<file path="config.mk">
export PLATFORM = sky130hd
export DESIGN_NAME = rd_fwft_stage
export DESIGN_NICKNAME = d
export VERILOG_FILES = /design/src/rtl/rd_fwft_stage.sv
export SDC_FILE = /design/constraint.sdc
export NUM_CORES = 1
export LEC_CHECK = 0
export CORE_MARGIN = 2
export CORE_UTILIZATION = 52
export DETAILED_ROUTE_END_ITERATION = 8
export PLACE_DENSITY = 0.78
export SYNTH_ARGS = -nofsm -noshare
export SYNTH_HDL_FRONTEND = slang
export SYNTH_SLANG_ARGS = --single-unit
</file>
<file path="constraint.sdc">
create_clock -name r_clk -period 1.8 [get_ports r_clk]
set_clock_uncertainty 0.05 [all_clocks]
set_input_delay 0.27 -clock r_clk [delete_from_list [all_inputs] [get_ports r_clk]]
set_output_delay 0.27 -clock r_clk [all_outputs]
set_load 0.005 [all_outputs]
</file>
<file path="src/rtl/rd_fwft_stage.sv">
// Read-side FWFT output stage: pops the FIFO memory and re-presents words as a valid/ready stream.
// Optional macro FWFT_STATS_EN adds the rd_count accepted-transfer counter and port.
module rd_fwft_stage #(
  parameter int unsigned DATA_WIDTH = 8,
  parameter int unsigned CNT_WIDTH  = 16
) (
  input  logic                  r_clk,
  input  logic                  rrst_n,
  input  logic                  empty,
  output logic                  r_en,
  input  logic [DATA_WIDTH-1:0] rdata,
  output logic                  m_valid,
  input  logic                  m_ready,
  output logic [DATA_WIDTH-1:0] m_data
`ifdef FWFT_STATS_EN
  ,
  output logic [CNT_WIDTH-1:0]  rd_count
`endif
);

  localparam int unsigned Depth = 3;

  if (DATA_WIDTH < 1 || CNT_WIDTH < 1) begin : g_bad_param
    $error("DATA_WIDTH and CNT_WIDTH must be nonzero");
  end

  logic [1:0]            count_q, count_d;
  logic                  inflight_q;
  logic [1:0]            head_q, head_d;
  logic [1:0]            tail_q, tail_d;
  logic [DATA_WIDTH-1:0] mem_q [Depth];

  logic fire;
  logic capture;
  logic pop;

  function automatic logic [1:0] idx_next(input logic [1:0] idx);
    return (idx == 2'd2) ? 2'd0 : idx + 2'd1;
  endfunction

  // Words already owned (buffered or on their way from memory) must leave room for one more.
  assign r_en    = !empty && (({1'b0, count_q} + {2'b00, inflight_q}) < 3'(Depth));
  assign fire    = r_en && !empty;
  assign capture = inflight_q;
  assign m_valid = (count_q != 2'd0);
  assign pop     = m_valid && m_ready;

  always_comb begin
    count_d = count_q;
    head_d  = head_q;
    tail_d  = tail_q;
    if (capture) begin
      tail_d = idx_next(tail_q);
    end
    if (pop) begin
      head_d = idx_next(head_q);
    end
    unique case ({capture, pop})
      2'b10:   count_d = count_q + 2'd1;
      2'b01:   count_d = count_q - 2'd1;
      default: count_d = count_q;
    endcase
  end

  always_comb begin
    m_data = mem_q[0];
    case (head_q)
      2'd1:    m_data = mem_q[1];
      2'd2:    m_data = mem_q[2];
      default: m_data = mem_q[0];
    endcase
  end

  always_ff @(posedge r_clk or negedge rrst_n) begin
    if (!rrst_n) begin
      count_q    <= '0;
      inflight_q <= 1'b0;
      head_q     <= '0;
      tail_q     <= '0;
      for (int i = 0; i < Depth; i++) begin
        mem_q[i] <= '0;
      end
    end else begin
      count_q    <= count_d;
      inflight_q <= fire;
      head_q     <= head_d;
      tail_q     <= tail_d;
      for (int i = 0; i < Depth; i++) begin
        if (capture && (tail_q == 2'(i))) begin
          mem_q[i] <= rdata;
        end
      end
    end
  end

`ifdef FWFT_STATS_EN
  logic [CNT_WIDTH-1:0] rd_count_q;

  always_ff @(posedge r_clk or negedge rrst_n) begin
    if (!rrst_n) begin
      rd_count_q <= '0;
    end else if (pop) begin
      rd_count_q <= rd_count_q + 1'b1;
    end
  end

  assign rd_count = rd_count_q;
`endif

endmodule
</file>
# After elaboration in Yosys (flattened, before gate mapping)

Cells that the tools add are included.

Add/subtract/negate cells: 5
Reduce and logical (&&, ||, !) cells: 10
Multiplexer cells: 4
Eq/ne operators: 6
$lt $le $gt $ge: 1

Operator list:

| operator                                                              | number |
|---|---|
| 8-bit one-hot mux with 2 select lines                                 | 1 |
| 2-bit by 1-bit adder with 2-bit output (second input constant)        | 3 |
| 2-bit by 1-bit == test with 1-bit output (second input constant)      | 3 |
| 2-bit == test (second input constant)                                 | 3 |
| 1-bit logical AND                                                     | 6 |
| 2-bit 2-to-1 mux                                                      | 2 |
| 2-bit one-hot mux with 2 select lines                                 | 1 |
| 2-bit nonzero test                                                    | 2 |
| 2-bit by 1-bit adder with 3-bit output                                | 1 |
| 3-bit by 2-bit < comparator with 1-bit output (second input constant) | 1 |
| 2-bit zero test                                                       | 1 |
| 2-bit by 1-bit subtractor with 2-bit output (second input constant)   | 1 |
| 1-bit zero test                                                       | 1 |

Register bits after elaboration: 31
Input port bits: 12

# Longest topological paths before layout

Gate-level depths: netlist of run 1.

Depth after elaboration: 4
Depth in mapped cells: 7

# Worst setup path before layout of run 1

Ideal clock, no wire load.

Path kind: flip-flop to output port
Start: register head_q[0]
End: output m_data[4]
Slack: 96 ps
Data required time: 1480 ps
Buffers on the path: 2
Cell stages (with the launch flop): 7
Data arrival time: 1384 ps
Path through: dfrtp_1 > inv_1 > ha_1 > clkbuf_1 > clkbuf_1 > nor2_1 > a21oi_1

Cells in the longest elaborated chain, start to end: 2
Elaborated cells between the ends (all ways): 3
Classes of those cells: eq/ne: 2; mux: 1

Ends and longest elaborated chain:

| item                                                                             | RTL line | text |
|---|---|---|
| from (decl)                                                                      | 29       | `logic [1:0] head_q, head_d;` |
| from (signal assigned)                                                           | 78       | `head_q <= '0;` |
| from (signal assigned)                                                           | 86       | `head_q <= head_d;` |
| 2-bit == test / 2-bit by 1-bit == test with 1-bit output (equally long branches) | 67       | `case (head_q)` |
| 8-bit one-hot mux with 2 select lines (*)                                        | 67       |  |
| to (decl)                                                                        | 14       | `output logic [DATA_WIDTH-1:0] m_data` |

Mark *: on every way between the ends. The rest lies on a longest branch, timed or not.

# Worst setup path in the final report of run 1

Start: register head_q[1]
End: output m_data[1]

Same word-level chain as after synthesis.

==> results.txt, run 1 <==
pin count of the biggest net entering global routing = 32
Netlist cell types = 21
slew margin rel. = 67.9%
met1 Use GR = 24.5%
Synth Cell Area = 0.00141 mm^2
FMAX = 526 MHz
RD Place Congestion = 0.719
area of the core = 0.00252 mm^2
endpoints failing hold = 0
Final period util = 106%
met2 Track Usage GR = 32.3%
Critical Path Start Type = flip-flop
Final Util = 77.5%
router iterations before antenna repair = 4
TritonCTS clock tree = built
hold buffers post-CTS = 0
crit path DAT = 1580 ps
endpoints failing setup = 9
Synth Net Count = 129
VDD IR max = 0.00148 V
GRT met3 Usage = 6.51%
WL/cell = 15.8 um
GRT Overall Usage = 19.8%
Antenna diodes = 0
Clock Path Buffers = 2
I/O Buffers = 21
# placed instances = 168
Core Rows = 18
run status = finished, violations left
clock-pin slew on the worst setup and hold paths = 100 ps
die width = 56.1 um
Initial Util = 56.1%
GR peak layer = met2
post-route cell area = 0.00195 mm^2
Via density = 5.48
Leak = 0.000830 uW
max_cap viols = 0
Mapped Cells = 110
failing checks = setup timing
vias in the first global route = 983
Yosys warning count = 0
register area share after synthesis = 54.9%
root buf cell = clkbuf_4
Area growth syn-to-layout = 38.2%
gr ovfl total = 0
CP Class = reg -> out
DRT antenna net count = 0
Final min period = 1900 ps
Slew Limit Fails = 0
nets = 168
Place WS = -252 ps
Iter 0 DRT Violations = 8
Worst Setup End Kind = output port
die area = 0.00315 mm^2
final wirelength = 2840 um
total CTS buffers = 5
HP Class = in -> async
DR vias = 986
DP Area = 0.00172 mm^2
clk_lat worst skew = 340 ps
Yosys reg bits = 31
layout cells sized above 1 = 61.3%
DRC violation count after routing = 0
CP Data Required Time = 1480 ps
DP Wirelength = 1890 um
PD cells = 2060 mW/mm^2
DIE HEIGHT = 56.1 um
num ports = 22
RSZ-0062 raised after global routing = true
final critical-path setup slack = -101 ps
Final Non-Filler Cells = 180
Crit Path Max Fanout = 8
actual slew at the worst max-slew pin = 480 ps
first-pass GRT wire length = 4690 um
number of fill cells = 156
Synth Area per Inst = 12.9 um^2
antenna violations before repair = 0
H-Tree Depth = 2
TritonCTS Sinks = 31
-- metal layers --
layer  wire [um]  vias to the layer above  share of wire, %
li1            -                      471                 -
met1        1200                      494                42
met2        1490                       17                52
met3          95                        4               3.3
met4          51                        0               1.8
met5           0                        -                 0
-- cells in the final DEF (no fill, tap or decap), drive strengths merged, types with 2 or more instances in the layout --
cell type	n
nor2	9
xnor2	2
clkbuf	6
mux2	26
dfrtp	31
ha	7
a22oi	8
clkdlybuf4s50	11
buf	25
inv	5
a21oi	8
-- power breakdown --
| part | leakage, uW | internal, uW | switching (uW) |
|---|---|---|---|
| clock network | 0.0000282 | 150 | 239 |
| registers | 0.000367 | 1060 | 283 |
| logic | 0.000435 | 1300 | 990 |
-- path summary, 6_finish.rpt --
check	startpoint	end	slack, ps	cells after the start
min in group r_clk	mem_q[23]$_DFFE_PN0P_	mem_q[23]$_DFFE_PN0P_	470	1
setup reg to reg	count_q[0]$_DFFE_PN0P_	count_q[1]$_DFFE_PN0P_	200	8
hold / removal	rrst_n	mem_q[11]$_DFFE_PN0P_	260	2
hold reg to reg	mem_q[23]$_DFFE_PN0P_	mem_q[23]$_DFFE_PN0P_	470	1
max in group asynchronous	rrst_n	mem_q[6]$_DFFE_PN0P_	1160	2
setup / recovery	head_q[1]$_DFFE_PN0P_	m_data[1]	-100	6
-- critical path: stages, from the launching register on --
cell and delay (ps):
dfrtp_1 430, inv_2 100, ha_4 300, buf_12 140, nor2_4 40, a21oi_2 110
buf_2 130
-- state kept, by name, indices dropped and copies added (netlist names) --
register,count
mem_q,24
count_q,2
head_q,2
tail_q,2
capture,1
-- Yosys cell counts, drive strengths merged --
library cell	n	area, um^2
dfrtp	31	776
mux2	26	293
nor2	9	33.8
a21oi	8	40.0
a22oi	8	60.1
ha	7	87.6
inv	5	18.8
clkbuf	4	16.3
xnor2	2	17.5
a211oi	1	7.51
a21o	1	7.51
buf	1	11.3
nand2	1	3.75
nand3	1	5.00
nor3	1	10.0
o21ai	1	5.00
or2	1	6.26
or3	1	6.26
xor2	1	8.76
-- what timing repair did --
action / 4_1_cts / 5_1_grt
resized for setup: 58 / 24
endpoints found under the setup margin: 10 / 11
pin swaps: 9 / 8
buffers inserted: 3 / 1
-- cell families after synthesis --
family	count (synthesis)	share of synthesized area, %
AO/OA/AOI/OAI	19	8.50
adder cells (fa/ha/maj)	7	6.19
XOR/XNOR	3	1.86
flip-flops	31	54.9
AND/OR/NAND/NOR	14	4.60
buffers and inverters	10	3.27
multiplexers	26	20.7
-- layout make-up --
| class | count | area, um^2 | area share, % |
|---|---|---|---|
| clock buffer | 6 | 41.3 | 2.11 |
| clock inverter | 2 | 12.5 | 0.640 |
| inverter | 5 | 18.8 | 0.960 |
| multi-input combinational | 69 | 757 | 38.7 |
| sequential | 31 | 776 | 39.7 |
| tap | 30 | 37.5 | 1.92 |
| timing repair buffer | 37 | 312 | 15.9 |
-- stage by stage --
step | setup TNS [ps] | hold slack (ps) | total power (uW)
finish | -719 | 262 | 4020
global route | -1380 | 268 | 4320
CTS | -600 | 275 | 3680
detailed placement | -1360 | 447 | 3210
global placement | -864 | 438 | 3130
floorplan | 0 | -75.6 | 2270
Note: power is estimated with default switching activity, not from simulation.
==> run 2: changes to the inputs <==
Settings changed: CORE_MARGIN 2 to 5, CORE_UTILIZATION 52 to 56, PLACE_DENSITY 0.78 to 0.83.
Clock period 1.8 ns to 2.2 ns, I/O delays scaled along.
==> run 2 against run 1 <==
  * The run now ends clean
  * Clock power grew 19%
  * Utilization shrank 3.5 points
  * Non-clock buffer count shrank 8
  * Critical endpoint is now r_en
  * Register-to-register slack gained 250 ps
  * Largest power group unchanged
  * Worst hold slack gained 62 ps
  * Wire length grew 3.4%
  * Clock-buffer cell count is the same
  * Largest cell class unchanged
  * Critical path depth shrank 2
  * Global-route usage shrank 0.62 points
  * Sequential power shrank 22%
  * Cell count shrank 4.4%
  * Power shrank 25%
==> results.txt, run 2 (same netlist as run 1, synthesis figures left out) <==
final critical-path setup slack = 109 ps
R2R cell count = 8
Int Power = 1990 uW
RSZ-0062 raised after global routing = false
Crit Path Max Fanout = 2
die width = 60.2 um
DP Wirelength = 2010 um
clk_lat worst skew = 330 ps
TritonCTS clock tree = built
die area = 0.00363 mm^2
Core Rows = 18
H-Tree Depth = 2
vias in the first global route = 1102
Iter 0 DRT Violations = 34
Clock Path Buffers = 2
Critical Path Start Type = flip-flop
num ports = 22
router iterations before antenna repair = 4
total CTS buffers = 5
gr ovfl total = 0
Initial Util = 57.6%
total power = 3030 uW
HP Class = in -> async
setup TNS = 0 ps
Place WS = -7.07 ps
pin count of the biggest net entering global routing = 32
layout cells sized above 1 = 36.6%
RD Place Congestion = 0.705
Combinational Power Share = 50.5%
final wirelength = 2940 um
GRT Overall Usage = 19.1%
FMAX = 478 MHz
Final period util = 95.1%
WL/cell = 17.1 um
commonest cells after routing, fill and taps aside = 31 x dfrtp_1, 26 x mux2_2, 12 x clkdlybuf4s50_1, 9 x nor2_1, 9 x dlygate4sd2_1
Reg power frac = 34.2%
CP Data Required Time = 1820 ps
VDD IR max = 0.00119 V
DRC violation count after routing = 0
DR vias = 965
max reg flops = 24
PD cells = 1670 mW/mm^2
Final min period = 2090 ps
Area growth syn-to-layout = 28.4%
max_cap viols = 0
Slew Limit Fails = 0
Via density = 5.61
crit path DAT = 1710 ps
Most flops, register = mem_q
TritonCTS Sinks = 31
area of the core = 0.00245 mm^2
hold buffers post-CTS = 0
Antenna diodes = 0
Worst Setup End Kind = output port
I/O Buffers = 21
first-pass GRT wire length = 4860 um
NetSw = 1050 uW
commonest non-fill, non-tap cell in the layout = dfrtp_1
Fin Hold WS = 324 ps
endpoints failing setup = 0
CP Class = reg -> out
post-route cell area = 0.00182 mm^2
DIE HEIGHT = 60.2 um
DP Area = 0.00167 mm^2
clock-pin slew on the worst setup and hold paths = 100 ps
endpoints failing hold = 0
nets = 160
Clock power frac = 15.3%
root buf cell = clkbuf_4
slew margin rel. = 67.2%
DRT antenna net count = 0
Leak = 0.000809 uW
run status = finished, final reports clean
switching part of the total = 34.6%
actual slew at the worst max-slew pin = 491 ps
antenna violations before repair = 0
==> run 2: cell types whose count changed in the layout (fill, tap and decap cells not counted), moves of 4 or more <==
cell,delta
buf_6,-4
a22oi_2,-8
nor2_4,-4
nor2_2,-4
buf_2,-9
nor2_1,+8
a22oi_1,+8
a21oi_2,-5
a21oi_1,+5
dlygate4sd2_1,+8
==> run 2: through the flow <==
step	std cells	utilization, %
2_1_floorplan	110	-
3_3_place_gp	161	68.1
3_5_place_dp	161	68.1
4_1_cts	172	74.0
5_1_grt	172	74.0
6_report	172	74.0
==> run 2: worst paths after layout <==
check	start	to	slack (ps)
setup / recovery	count_q[0]$_DFFE_PN0P_	r_en	110
hold reg to reg	count_q[1]$_DFFE_PN0P_	count_q[1]$_DFFE_PN0P_	450
hold / removal	rrst_n	mem_q[6]$_DFFE_PN0P_	320
min in group r_clk	count_q[1]$_DFFE_PN0P_	count_q[1]$_DFFE_PN0P_	450
max in group asynchronous	rrst_n	mem_q[10]$_DFFE_PN0P_	1490
setup reg to reg	count_q[0]$_DFFE_PN0P_	count_q[1]$_DFFE_PN0P_	450
==> run 2: critical path, cell delays in order, from the launching register on <==
cell	delay [ps]
dfrtp_1	410
ha_1	200
ha_1	280
a211oi_2	230
dlygate4sd2_1	260
==> run 2: power by group through the flow <==
stage,registers (uW),logic (uW),clock network (uW)
after detailed placement,1040,1510,0
final,1040,1530,464
after floorplan,1000,858,0
after CTS,1030,1540,473
after global placement,1010,1450,0
after global routing,1070,1700,499
==> run 2: metal layers <==
metal	share of wire, %	global-route usage [%]	vias to the layer above
met2	55	33.0	18
met1	40	20.3	489
li1	-	-	453
met3	4.0	6.70	5
met5	0	0	-
met4	1.4	10.1	0
==> run 2: layout make-up <==
cell class,count,area [um^2]
Multi-Input combinational cell,69,638
Clock inverter,2,35.0
Timing Repair Buffer,29,259
Fill cell,170,639
Sequential cell,31,776
Tap cell,30,37.5
Inverter,5,18.8
Clock buffer,6,51.3
==> run 2: what timing repair did <==
action	CTS	global route
endpoints found under the hold margin	0	0
buffers inserted	3	0
endpoints found under the setup margin	9	0
gates resized for setup	20	0
==> run 3: changes to the inputs <==
Settings changed: CELL_PAD_IN_SITES_DETAIL_PLACEMENT set to 1, CELL_PAD_IN_SITES_GLOBAL_PLACEMENT set to 2, CORE_UTILIZATION 56 to 38, MAX_ROUTING_LAYER set to met4, PLACE_DENSITY 0.83 to unset, PLACE_DENSITY_LB_ADDON set to 0.1.
==> run 3 against run 2 <==
  * First-iteration DRC count up 15%
  * Clock power up 4%
  * Wire length rose by 9.8%
  * Design area up 2.6%
  * Combinational power about the same
  * Global-route usage down 4.1 points
  * Register-to-register slack got worse by 20 ps
  * Sequential power barely moved
  * Fmax rose by 0.61%
  * Power is 0.85% higher
  * Critical path type unchanged
==> results.txt, run 3 (same netlist as run 1, synthesis figures left out) <==
nets = 165
commonest non-fill, non-tap cell in the layout = dfrtp_1
router iterations before antenna repair = 4
DRT antenna net count = 0
vias in the first global route = 1152
CP Data Required Time = 1820 ps
Final period util = 94.5%
WL/cell = 16.6 um
Antenna diodes = 0
Slew Limit Fails = 0
max_cap viols = 0
die width = 71.0 um
HP Class = in -> async
area of the core = 0.00363 mm^2
I/O Buffers = 21
clk_lat worst skew = 280 ps
final critical-path setup slack = 121 ps
endpoints failing hold = 0
first-pass GRT wire length = 5620 um
Crit Path Max Fanout = 4
Place WS = 158 ps
gr ovfl total = 0
Multi-input gate area = 612 um^2
final wirelength = 3230 um
DR vias = 978
Leak = 0.000836 uW
DRC violation count after routing = 0
RD Place Congestion = 0.735
pin count of the biggest net entering global routing = 32
DIE HEIGHT = 71.0 um
DP Wirelength = 2340 um
VDD IR max = 0.000742 V
die area = 0.00504 mm^2
reg2reg start = count_q[0]$_DFFE_PN0P_
run status = finished, final reports clean
number of fill cells = 401
FMAX = 481 MHz
crit path DAT = 1700 ps
Worst Setup End Kind = output port
actual slew at the worst max-slew pin = 554 ps
Iter 0 DRT Violations = 39
Initial Util = 38.9%
endpoints failing setup = 0
flip-flop and latch area = 776 um^2
H-Tree Depth = 2
RSZ-0062 raised after global routing = false
PD cells = 1640 mW/mm^2
slew margin rel. = 63.0%
total CTS buffers = 5
commonest cells after routing, fill and taps aside = 31 x dfrtp_1, 26 x mux2_2, 13 x buf_4, 12 x clkdlybuf4s50_1
layout cells sized above 1 = 36.7%
CP startpoint = head_q[1]$_DFFE_PN0P_
Final min period = 2080 ps
TritonCTS clock tree = built
CP Class = reg -> out
GRT Overall Usage = 15.0%
Area growth syn-to-layout = 31.8%
Critical Path Start Type = flip-flop
Core Rows = 22
Clock Path Buffers = 2
num ports = 22
clock-pin slew on the worst setup and hold paths = 60 ps
antenna violations before repair = 0
TritonCTS Sinks = 31
root buf cell = clkbuf_8
Via density = 5.02
max reg flops = 24
setup TNS = 0 ps
Most flops, register = mem_q
hold buffers post-CTS = 0
[run 3: final timing paths]
path                       cells after the start                     end  slack [ps]
setup reg to reg                               7  count_q[1]$_DFFE_PN0P_         430
hold / removal                                 2  count_q[1]$_DFFE_PN0P_         400
setup / recovery                               6               m_data[3]         120
max in group asynchronous                      2   mem_q[15]$_DFFE_PN0P_        1410
min in group r_clk                             1   mem_q[11]$_DFFE_PN0P_         450
hold reg to reg                                1   mem_q[11]$_DFFE_PN0P_         450
[run 3: final cells by class]
cell class / count / area share [%]
flip-flops and latches: 31 / 41.6
multi-input cells: 69 / 32.8
repair buffers: 34 / 15.9
clock buffers: 8 / 5.37
well taps: 48 / 3.22
inverters: 5 / 1.01
[run 3: per-layer routing]
| layer | routed length (um) | up-vias | GRT usage (%) |
|---|---|---|---|
| met5 | 0 | - | - |
| met4 | 46 | 0 | 5.01 |
| met3 | 91 | 6 | 3.84 |
| met2 | 1740 | 15 | 24.6 |
| met1 | 1360 | 499 | 18.1 |
| li1 | - | 458 | - |
[run 3: what timing repair did]
action                                  in CTS  in global routing
gates resized for setup                     14                  0
setup buffers                                2                  0
endpoints found under the setup margin       9                  0
[run 3: critical path, cell delays in order, from the launching register on]
cell and delay (ps):
dfrtp_1 400, buf_4 150, ha_2 180, buf_4 160
a22oi_1 180, a21oi_1 90, dlygate4sd2_1 260
[run 3: report_power, final]
| part | internal (uW) | total [uW] | leakage, uW | switching [uW] |
|---|---|---|---|---|
| clock | 285 | 483 | 0.0000515 | 198 |
| sequential | 867 | 1030 | 0.000367 | 163 |
| combinational | 881 | 1550 | 0.000417 | 668 |
| total | 2030 | 3060 | 0.000836 | 1030 |
[run 3: per-stage QoR]
stage          instances  power, uW  hold slack, ps  util (%)  area (um^2)
4_1_cts              195       3110             410      51.3         1860
3_3_place_gp         185       2610             439      47.9         1740
6_report             195       3060             396      51.3         1860
2_1_floorplan        110       1860           -15.6         -         1410
5_1_grt              195       3330             427      51.3         1860
3_5_place_dp         185       2670             444      47.9         1740
